File: config.mk
export PLATFORM = sky130hd
export DESIGN_NAME = edge_scan_ctrl
export DESIGN_NICKNAME = d
export VERILOG_FILES = /design/src/rtl/edge_scan_ctrl.sv
export SDC_FILE = /design/constraint.sdc
export NUM_CORES = 1
export LEC_CHECK = 0
export ABC_CLOCK_PERIOD_IN_PS = 8380
export CORE_ASPECT_RATIO = 0.9
export CORE_MARGIN = 1
export CORE_UTILIZATION = 48
export DETAILED_ROUTE_END_ITERATION = 6
export PLACE_DENSITY = 0.85
export SYNTH_ARGS = -nofsm -noshare
export SYNTH_HDL_FRONTEND = slang
export SYNTH_SLANG_ARGS = --single-unit
File: constraint.sdc
create_clock -name clk -period 8.38 [get_ports clk]
set_clock_uncertainty 0.05 [all_clocks]
set_input_delay 1.257 -clock clk [delete_from_list [all_inputs] [get_ports clk]]
set_output_delay 1.257 -clock clk [all_outputs]
set_load 0.02 [all_outputs]
File: src/rtl/edge_scan_ctrl.sv
// edge_scan_ctrl: scan controller for the Sobel edge-detection accelerator.
// Walks the source image one word column at a time. For each column it reads the
// 3-row window, hands it to the datapath and writes the result word back to the
// destination image.
// Optional build macro EDGE_SCAN_BORDER_EN: zero-fill destination rows 0 and ROWS-1
// before the scan starts.
module edge_scan_ctrl #(
    parameter int unsigned WORDS_PER_ROW = 88,
    parameter int unsigned ROWS          = 288,
    parameter int unsigned DST_BASE      = 25344
) (
    input  logic        clk,
    input  logic        reset,
    input  logic        start,
    output logic        finish,
    output logic [15:0] addr,
    input  logic [31:0] dataR,
    output logic [31:0] dataW,
    output logic        en,
    output logic        we,
    output logic [31:0] win_top,
    output logic [31:0] win_mid,
    output logic [31:0] win_bot,
    output logic        win_first,
    output logic        win_last,
    output logic        win_valid,
    input  logic        res_valid,
    input  logic [31:0] res_data
);

    localparam logic [15:0] Wpr     = 16'(WORDS_PER_ROW);
    localparam logic [15:0] Wpr2    = 16'(2 * WORDS_PER_ROW);
    localparam logic [15:0] XLast   = 16'(WORDS_PER_ROW - 1);
    localparam logic [15:0] YLast   = 16'(ROWS - 2);
    // base_q addresses source row y-1, so destination row y sits one row further on
    localparam logic [15:0] DstMid  = 16'(DST_BASE + WORDS_PER_ROW);
`ifdef EDGE_SCAN_BORDER_EN
    localparam logic [15:0] DstBase = 16'(DST_BASE);
    localparam logic [15:0] DstLast = 16'(DST_BASE + (ROWS - 1) * WORDS_PER_ROW);
`endif

    typedef enum logic [3:0] {
        StIdle, StBorder, StRdT, StRdM, StRdB, StWin, StWait, StWr, StDone
    } state_e;

    state_e      state_q, state_d;
    logic [15:0] x_q, x_d;
    logic [15:0] y_q, y_d;
    logic [15:0] base_q, base_d;
    logic [31:0] rtop_q, rtop_d;
    logic [31:0] rmid_q, rmid_d;
    logic [31:0] top_q, top_d;
    logic [31:0] mid_q, mid_d;
    logic [31:0] bot_q, bot_d;
    logic        first_q, first_d;
    logic        last_q, last_d;
    logic        valid_q, valid_d;
    logic [31:0] res_q, res_d;
`ifdef EDGE_SCAN_BORDER_EN
    logic        hi_q, hi_d;
`endif

    // State register and datapath registers
    always_ff @(posedge clk or posedge reset) begin
        if (reset) begin
            state_q <= StIdle;
            x_q     <= '0;
            y_q     <= '0;
            base_q  <= '0;
            rtop_q  <= '0;
            rmid_q  <= '0;
            top_q   <= '0;
            mid_q   <= '0;
            bot_q   <= '0;
            first_q <= 1'b0;
            last_q  <= 1'b0;
            valid_q <= 1'b0;
            res_q   <= '0;
`ifdef EDGE_SCAN_BORDER_EN
            hi_q    <= 1'b0;
`endif
        end else begin
            state_q <= state_d;
            x_q     <= x_d;
            y_q     <= y_d;
            base_q  <= base_d;
            rtop_q  <= rtop_d;
            rmid_q  <= rmid_d;
            top_q   <= top_d;
            mid_q   <= mid_d;
            bot_q   <= bot_d;
            first_q <= first_d;
            last_q  <= last_d;
            valid_q <= valid_d;
            res_q   <= res_d;
`ifdef EDGE_SCAN_BORDER_EN
            hi_q    <= hi_d;
`endif
        end
    end

    // Next-state logic and memory port outputs
    always_comb begin
        state_d = state_q;
        x_d     = x_q;
        y_d     = y_q;
        base_d  = base_q;
        rtop_d  = rtop_q;
        rmid_d  = rmid_q;
        top_d   = top_q;
        mid_d   = mid_q;
        bot_d   = bot_q;
        first_d = first_q;
        last_d  = last_q;
        valid_d = 1'b0;
        res_d   = res_q;
`ifdef EDGE_SCAN_BORDER_EN
        hi_d    = hi_q;
`endif
        en      = 1'b0;
        we      = 1'b0;
        addr    = '0;
        dataW   = res_q;
        finish  = 1'b0;

        case (state_q)
            StIdle: begin
                if (start) begin
                    x_d    = '0;
                    y_d    = 16'd1;
                    base_d = '0;
`ifdef EDGE_SCAN_BORDER_EN
                    hi_d    = 1'b0;
                    state_d = StBorder;
`else
                    state_d = StRdT;
`endif
                end
            end
`ifdef EDGE_SCAN_BORDER_EN
            StBorder: begin
                en    = 1'b1;
                we    = 1'b1;
                dataW = '0;
                addr  = (hi_q ? DstLast : DstBase) + x_q;
                if (x_q == XLast) begin
                    x_d  = '0;
                    hi_d = 1'b1;
                    if (hi_q) state_d = StRdT;
                end else begin
                    x_d = x_q + 16'd1;
                end
            end
`endif
            StRdT: begin
                en      = 1'b1;
                addr    = base_q + x_q;
                state_d = StRdM;
            end
            StRdM: begin
                en      = 1'b1;
                addr    = base_q + Wpr + x_q;
                rtop_d  = dataR;
                state_d = StRdB;
            end
            StRdB: begin
                en      = 1'b1;
                addr    = base_q + Wpr2 + x_q;
                rmid_d  = dataR;
                state_d = StWin;
            end
            StWin: begin
                // Publish the whole window at once so it stays stable until the next strobe
                top_d   = rtop_q;
                mid_d   = rmid_q;
                bot_d   = dataR;
                first_d = (x_q == 16'd0);
                last_d  = (x_q == XLast);
                valid_d = 1'b1;
                state_d = StWait;
            end
            StWait: begin
                if (res_valid) begin
                    res_d   = res_data;
                    state_d = StWr;
                end
            end
            StWr: begin
                en    = 1'b1;
                we    = 1'b1;
                addr  = DstMid + base_q + x_q;
                dataW = res_q;
                if (x_q == XLast) begin
                    x_d    = '0;
                    y_d    = y_q + 16'd1;
                    base_d = base_q + Wpr;
                    state_d = (y_q == YLast) ? StDone : StRdT;
                end else begin
                    x_d     = x_q + 16'd1;
                    state_d = StRdT;
                end
            end
            StDone: begin
                finish = 1'b1;
                if (!start) state_d = StIdle;
            end
            default: state_d = StIdle;
        endcase
    end

    assign win_top   = top_q;
    assign win_mid   = mid_q;
    assign win_bot   = bot_q;
    assign win_first = first_q;
    assign win_last  = last_q;
    assign win_valid = valid_q;

endmodule

---- After elaboration in Yosys (flattened, before gate mapping) ----
Cells that the tools add are included.
storage, ports and cells
  flip-flop bits (word level) ............. 247
  bits in latches ......................... 0
  memory bits (writable) .................. 0
  ROM bits ................................ 0
  input port bits ......................... 68
  output and inout bits ................... 150
  word-level logic and storage cells ...... 62
  memories kept ........................... 0
operators by class
  $add $sub $neg .......................... 9
  $mul .................................... 0
  div/mod/pow operators ................... 0
  order comparisons ....................... 0
  eq/ne operators ......................... 13
  shift-type cells ........................ 0
  multiplexer cells ....................... 19
  bitwise operators ....................... 0
  reductions and logical operators ........ 8
operator list
  cell                      number
  $pmux W16 S2              3
  $mux W16                  5
  $add A16 B16 Y16          4
  $pmux W16 S4              1
  $add A16 B1 Y16 const B   2
  $pmux W4 S8               1
  $mux W4                   5
  $add A15 B16 Y16 const A  1
  $add A16 B7 Y16 const B   1
  $add A16 B8 Y16 const B   1
  $eq A16 B7 Y1 const B     1
  $eq A16 B9 Y1 const B     1
  $eq A4 B3 Y1 const B      4
  $logic_not A16 Y1         1
  $eq A4 B2 Y1 const B      2
  $ne A2 B2 Y1 const B      4
  $reduce_and A3 Y1         2
  $eq A4 B4 Y1 const B      1
  $logic_not A4 Y1          1
  $mux W1                   4
  $reduce_and A2 Y1         2
  $reduce_or A4 Y1          1
  $reduce_bool A2 Y1        1

---- Logic depth before layout (Yosys ltp) ----
  depth after elaboration ................. 4
  gate-level depth with buffers ........... 13

---- Worst setup path after synthesis ----
Ideal clock, no wire load.
  kind .................................... reg-to-output
  start point ............................. reg state_q[0]
  end point ............................... out addr[15]
  arrival ................................. 3228 ps
  required time ........................... 7073 ps
  slack ................................... 3845 ps
  stages on the path, launching flop included .. 14
  path through ............................ dfrtp_1 -> buf_2 -> nand2_1 -> nor3_1 -> clkbuf_1 -> nand2_1 -> xnor2_1 -> ha_1 -> a2111oi_2 -> o21a_1 -> o211ai_1 -> o31ai_1 -> xnor2_1 -> o211ai_1
between the ends
  longest elaborated chain between the ends .. 2
ends and longest elaborated chain
  item                                          line  RTL
  from (decl)                                   46    state_e state_q, state_d;
  from (signal assigned)                        66    state_q <= StIdle;
  from (signal assigned)                        83    state_q <= state_d;
  $eq A4 B3 Y1 or $eq A4 B2 Y1 (tied branches)  126   case (state_q)
  $pmux W16 S4 *                                126
  to (decl)                                     16    output logic [15:0] addr,
Every way passes the cells marked *; elsewhere a longest branch is shown, timed or not.

---- Final worst setup path ----
  start point ............................. reg state_q[1]
  end point ............................... out addr[15]
The elaborated chain is that of the path after synthesis.

==> implementation parameters <==
Parameter                              Value

Placement
  Post-place setup slack ... 2890 ps
  Buffers added on ports ... 217
  Half-perimeter wire length of the detailed placement result ... 23400 um
  Routability congestion estimate from global placement ... 0.924

Route
  Average wire length per cell after detail routing ... 17.0 um
  Drt pass-1 iters ... 6
  Via-per-instance ratio ... 5.40
  Routed wire length ... 33400 um
  Initial detailed-routing violation count ... 1109
  Count of nets left with antenna violations after detail routing ... 0
  Number of vias after detailed routing ... 10600
  Number of design rule violations left after detail routing ... 0

Clocking
  Root Buffer ... clkbuf_16
  Post-cts resize count ... 0
  Hold_buf cts ... 0
  Clock latency reported for the late side of the worst-skew pair ... 520 ps
  Buffers inserted during post-CTS setup optimization ... 0
  TritonCTS clock tree ... built
  Max Root-Sink Buffers ... 3
  Maximum level of the CTS H-tree ... 1
  Clk sinks ... 244
  Clock slew seen by the registers of the worst setup and hold paths ... 60 ps
  Number of buffers created by CTS ... 26

Setup path
  Reg-to-reg critical path startpoint ... state_q[2]
  Flop2flop setup slack ... 4970 ps
  Critical Path AT ... 4700 ps
  Destination of the worst register-to-register timing path ... y_q[15]
  CP Max Fanout ... 14
  Max stage delay on crit path ... 680 ps
  Critical path's slowest cell ... clkdlybuf4s50_1
  R2r worst-path depth ... 7
  Cell breakdown of the critical path ... nand2_1 > nor3_2 > nand2_1 > xnor2_1 > ha_1 > a2111oi_2 > o21a_1 > o211ai_1 > o31ai_1 > xnor2_1 > o211ai_1 > clkdlybuf4s50_1
  Type of origin of the critical path ... register
  Critical setup path kind ... reg -> out
  Required @ worst endpoint ... 7070 ps
  Crit end category ... primary output

STA
  Slew at the pin closest to its max-slew limit ... 1090 ps
  Relative max-transition margin ... 27.0%
  Setup repair after global routing missed its margin ... no
  Setup violation total in the final timing report ... 0
  Fin. max-slew vios ... 0
  Count of final hold-check violations ... 0
  Shortest clock period the worst path allows after layout ... 6010 ps
  Max frequency ... 166 MHz
  Final worst path period share ... 71.7%
  Setup tns final ... 0 ps
  Final WS setup ... 2370 ps

Pwr
  Clock network power share ... 17.8%
  Leakage component of the power ... 7.53 nW
  Net Sw Frac ... 41.1%
  Logic pwr share ... 48.7%
  Part of the total power dissipated in sequential elements ... 33.6%
  Areal power density over the cells ... 396 nW/um2
  Total power of the final layout ... 0.00618 W
  Internal cell power ... 0.00364 W
  Switching component of the power ... 0.00254 W
  Maximum VDD drop ... 173 uV

Synthesis
  Sequential cell area fraction in the yosys report ... 49.6%
  Dominant cells by area after synthesis ... dfrtp_1 (50%), nand2_1 (17%), ha_1 (6.1%)
  Synth top area share ... 49.6%
  Count of flip-flops with a built-in enable after synthesis ... 0
  Biggest area consumer among synthesized cells ... dfrtp_1
  Top-count cell post-synth ... nand2_1
  Cell area after synthesis ... 12300 um2
  Number of warning messages in the yosys log ... 0
  Fraction of registers with async set/reset ... 100%
  Synth Flop Type ... dfrtp_1
  Number of distinct library cells after synthesis ... 68
  Synthesized netlist cell count ... 1397
  Synth Register Bits ... 244
  Most instantiated cells after synthesis ... nand2_1 (544), dfrtp_1 (244), o21ai_0 (61), ha_1 (60), nor2_1 (60)
  Mean Syn Cell Area ... 8.81 um2

GRT
  Wire length of the first global-routing pass ... 53100 um
  Overall track demand over capacity in global routing ... 25.2%
  Global Route met2 Usage ... 41.1%
  Most congested layer reported by global routing ... met2
  Via count of the first global-routing pass ... 10200
  Initial antenna violation count ... 0
  GR met1 Demand/Resource ... 34.3%
  Routing usage on met3 ... 3.96%
  Pin count of the biggest net entering global routing ... 100
  Residual overflow from global routing ... 0

Final layout
  Ant diodes ... 0
  Area of the multi-input gates ... 5810 um2
  Layout filler cell count ... 2057
  Layout Nets ... 1726
  Ratio of cells with drive above 1 in the final layout ... 6.37%
  Sequential standard cell area ... 6110 um2
  Layout Area Growth over Synthesis ... 26.8%

Floorplan
  Die Span Y ... 154 um
  Starting density of the core ... 48.9%
  Number of top-level pins ... 218
  Chip Width ... 171 um
  Area of the die ... 26300 um2
  Core region area ... 25200 um2
  Rows ... 55

Min path
  Endpoint with the worst hold slack ... win_top[11]
  Worst hold path class ... reg -> reg
  Hold path start ... rtop_q[11]
  Worst hold path depth ... 2

Flow run
  Max-capacitance violation count ... 0

Status
  Result of the run ... finished, final reports clean
## cells by family (layout without fill, tap and decap cells)
| kind of cell | Yosys count | after routing | share of synthesized area [%] |
|---|---|---|---|
| adders and majority gates | 61 | 61 | 6.26 |
| DFF | 244 | 244 | 49.6 |
| muxes | 36 | 36 | 3.25 |
| and+or+nand+nor | 713 | 713 | 24.2 |
| xor gates and xnor gates | 56 | 56 | 3.98 |
| buffers and inverters | 107 | 324 | 3.36 |
| other | 2 | 4 | 0.0610 |
| AOI/OAI and AO/OA | 178 | 178 | 9.32 |
## layer usage
layer	routed length, um	part of all wire, %
met1	14100	42
met2	15700	47
met3	2500	7.5
met4	1050	3.2
met5	0	0
## worst max-delay path, delay by kind of cell, from the launching register on
kind	cells	cell delay, ps
compound gates	5	1290
fa+ha+maj	1	370
simple gates	3	980
xor+xnor	2	280
flops	1	560
buf+inv	1	680
## layout make-up
class,count,area share (%)
clock buffer,41,5.05
clock inverter,6,0.232
inverter,51,1.27
multi-input combinational,1048,37.2
sequential,244,39.1
tap,342,2.74
timing repair buffer,226,14.3
## cell usage in the layout (no fill, tap or decap), drive strengths merged, types with 23 or more instances in the layout
master / count
inv: 52
nor2: 61
a21oi: 34
dfrtp: 244
ha: 60
mux2: 32
nand2: 545
nand3: 23
xnor2: 36
o21ai: 63
clkdlybuf4s50: 217
clkbuf: 41
## flip-flops by register name (all words and copies together), names as in the netlist
signal     flops
win_last       1
base_q        13
y_q           16
win_mid       32
rtop_q        32
win_first      1
dataW         32
state_q        4
win_bot       32
rmid_q        32
win_top       32
win_valid      1
x_q           16
## worst max-delay path by stage
stage / end / slack (ps) / from
2_1_floorplan: base_q[10] / 370 / reset
3_3_place_gp: addr[15] / 3030 / state_q[1]
3_5_place_dp: addr[15] / 2890 / state_q[1]
4_1_cts: addr[15] / 2330 / state_q[1]
5_1_grt: addr[15] / 1980 / state_q[1]
6_report: addr[15] / 2370 / state_q[1]
## power groups by stage
| stage | sequential, W | combinational [W] | clock (W) |
|---|---|---|---|
| 2_1_floorplan | 0.00238 | 0.00144 | 0 |
| 4_1_cts | 0.00207 | 0.00302 | 0.00112 |
| 5_1_grt | 0.00214 | 0.00327 | 0.00117 |
| 3_5_place_dp | 0.00208 | 0.00300 | 0 |
| 3_3_place_gp | 0.00205 | 0.00292 | 0 |
| 6_report | 0.00207 | 0.00301 | 0.00110 |
## through the flow
stage          hold WS, ps  instance area [um2]  util, %  instances
5_1_grt                409                15600     62.0       1958
3_3_place_gp           396                14800     58.7       1911
2_1_floorplan          389                12300        -       1399
3_5_place_dp           397                14800     58.7       1911
6_report               408                15600     62.0       1958
4_1_cts                401                15600     62.0       1958
No activity file was read; power rests on OpenSTA's default activity.
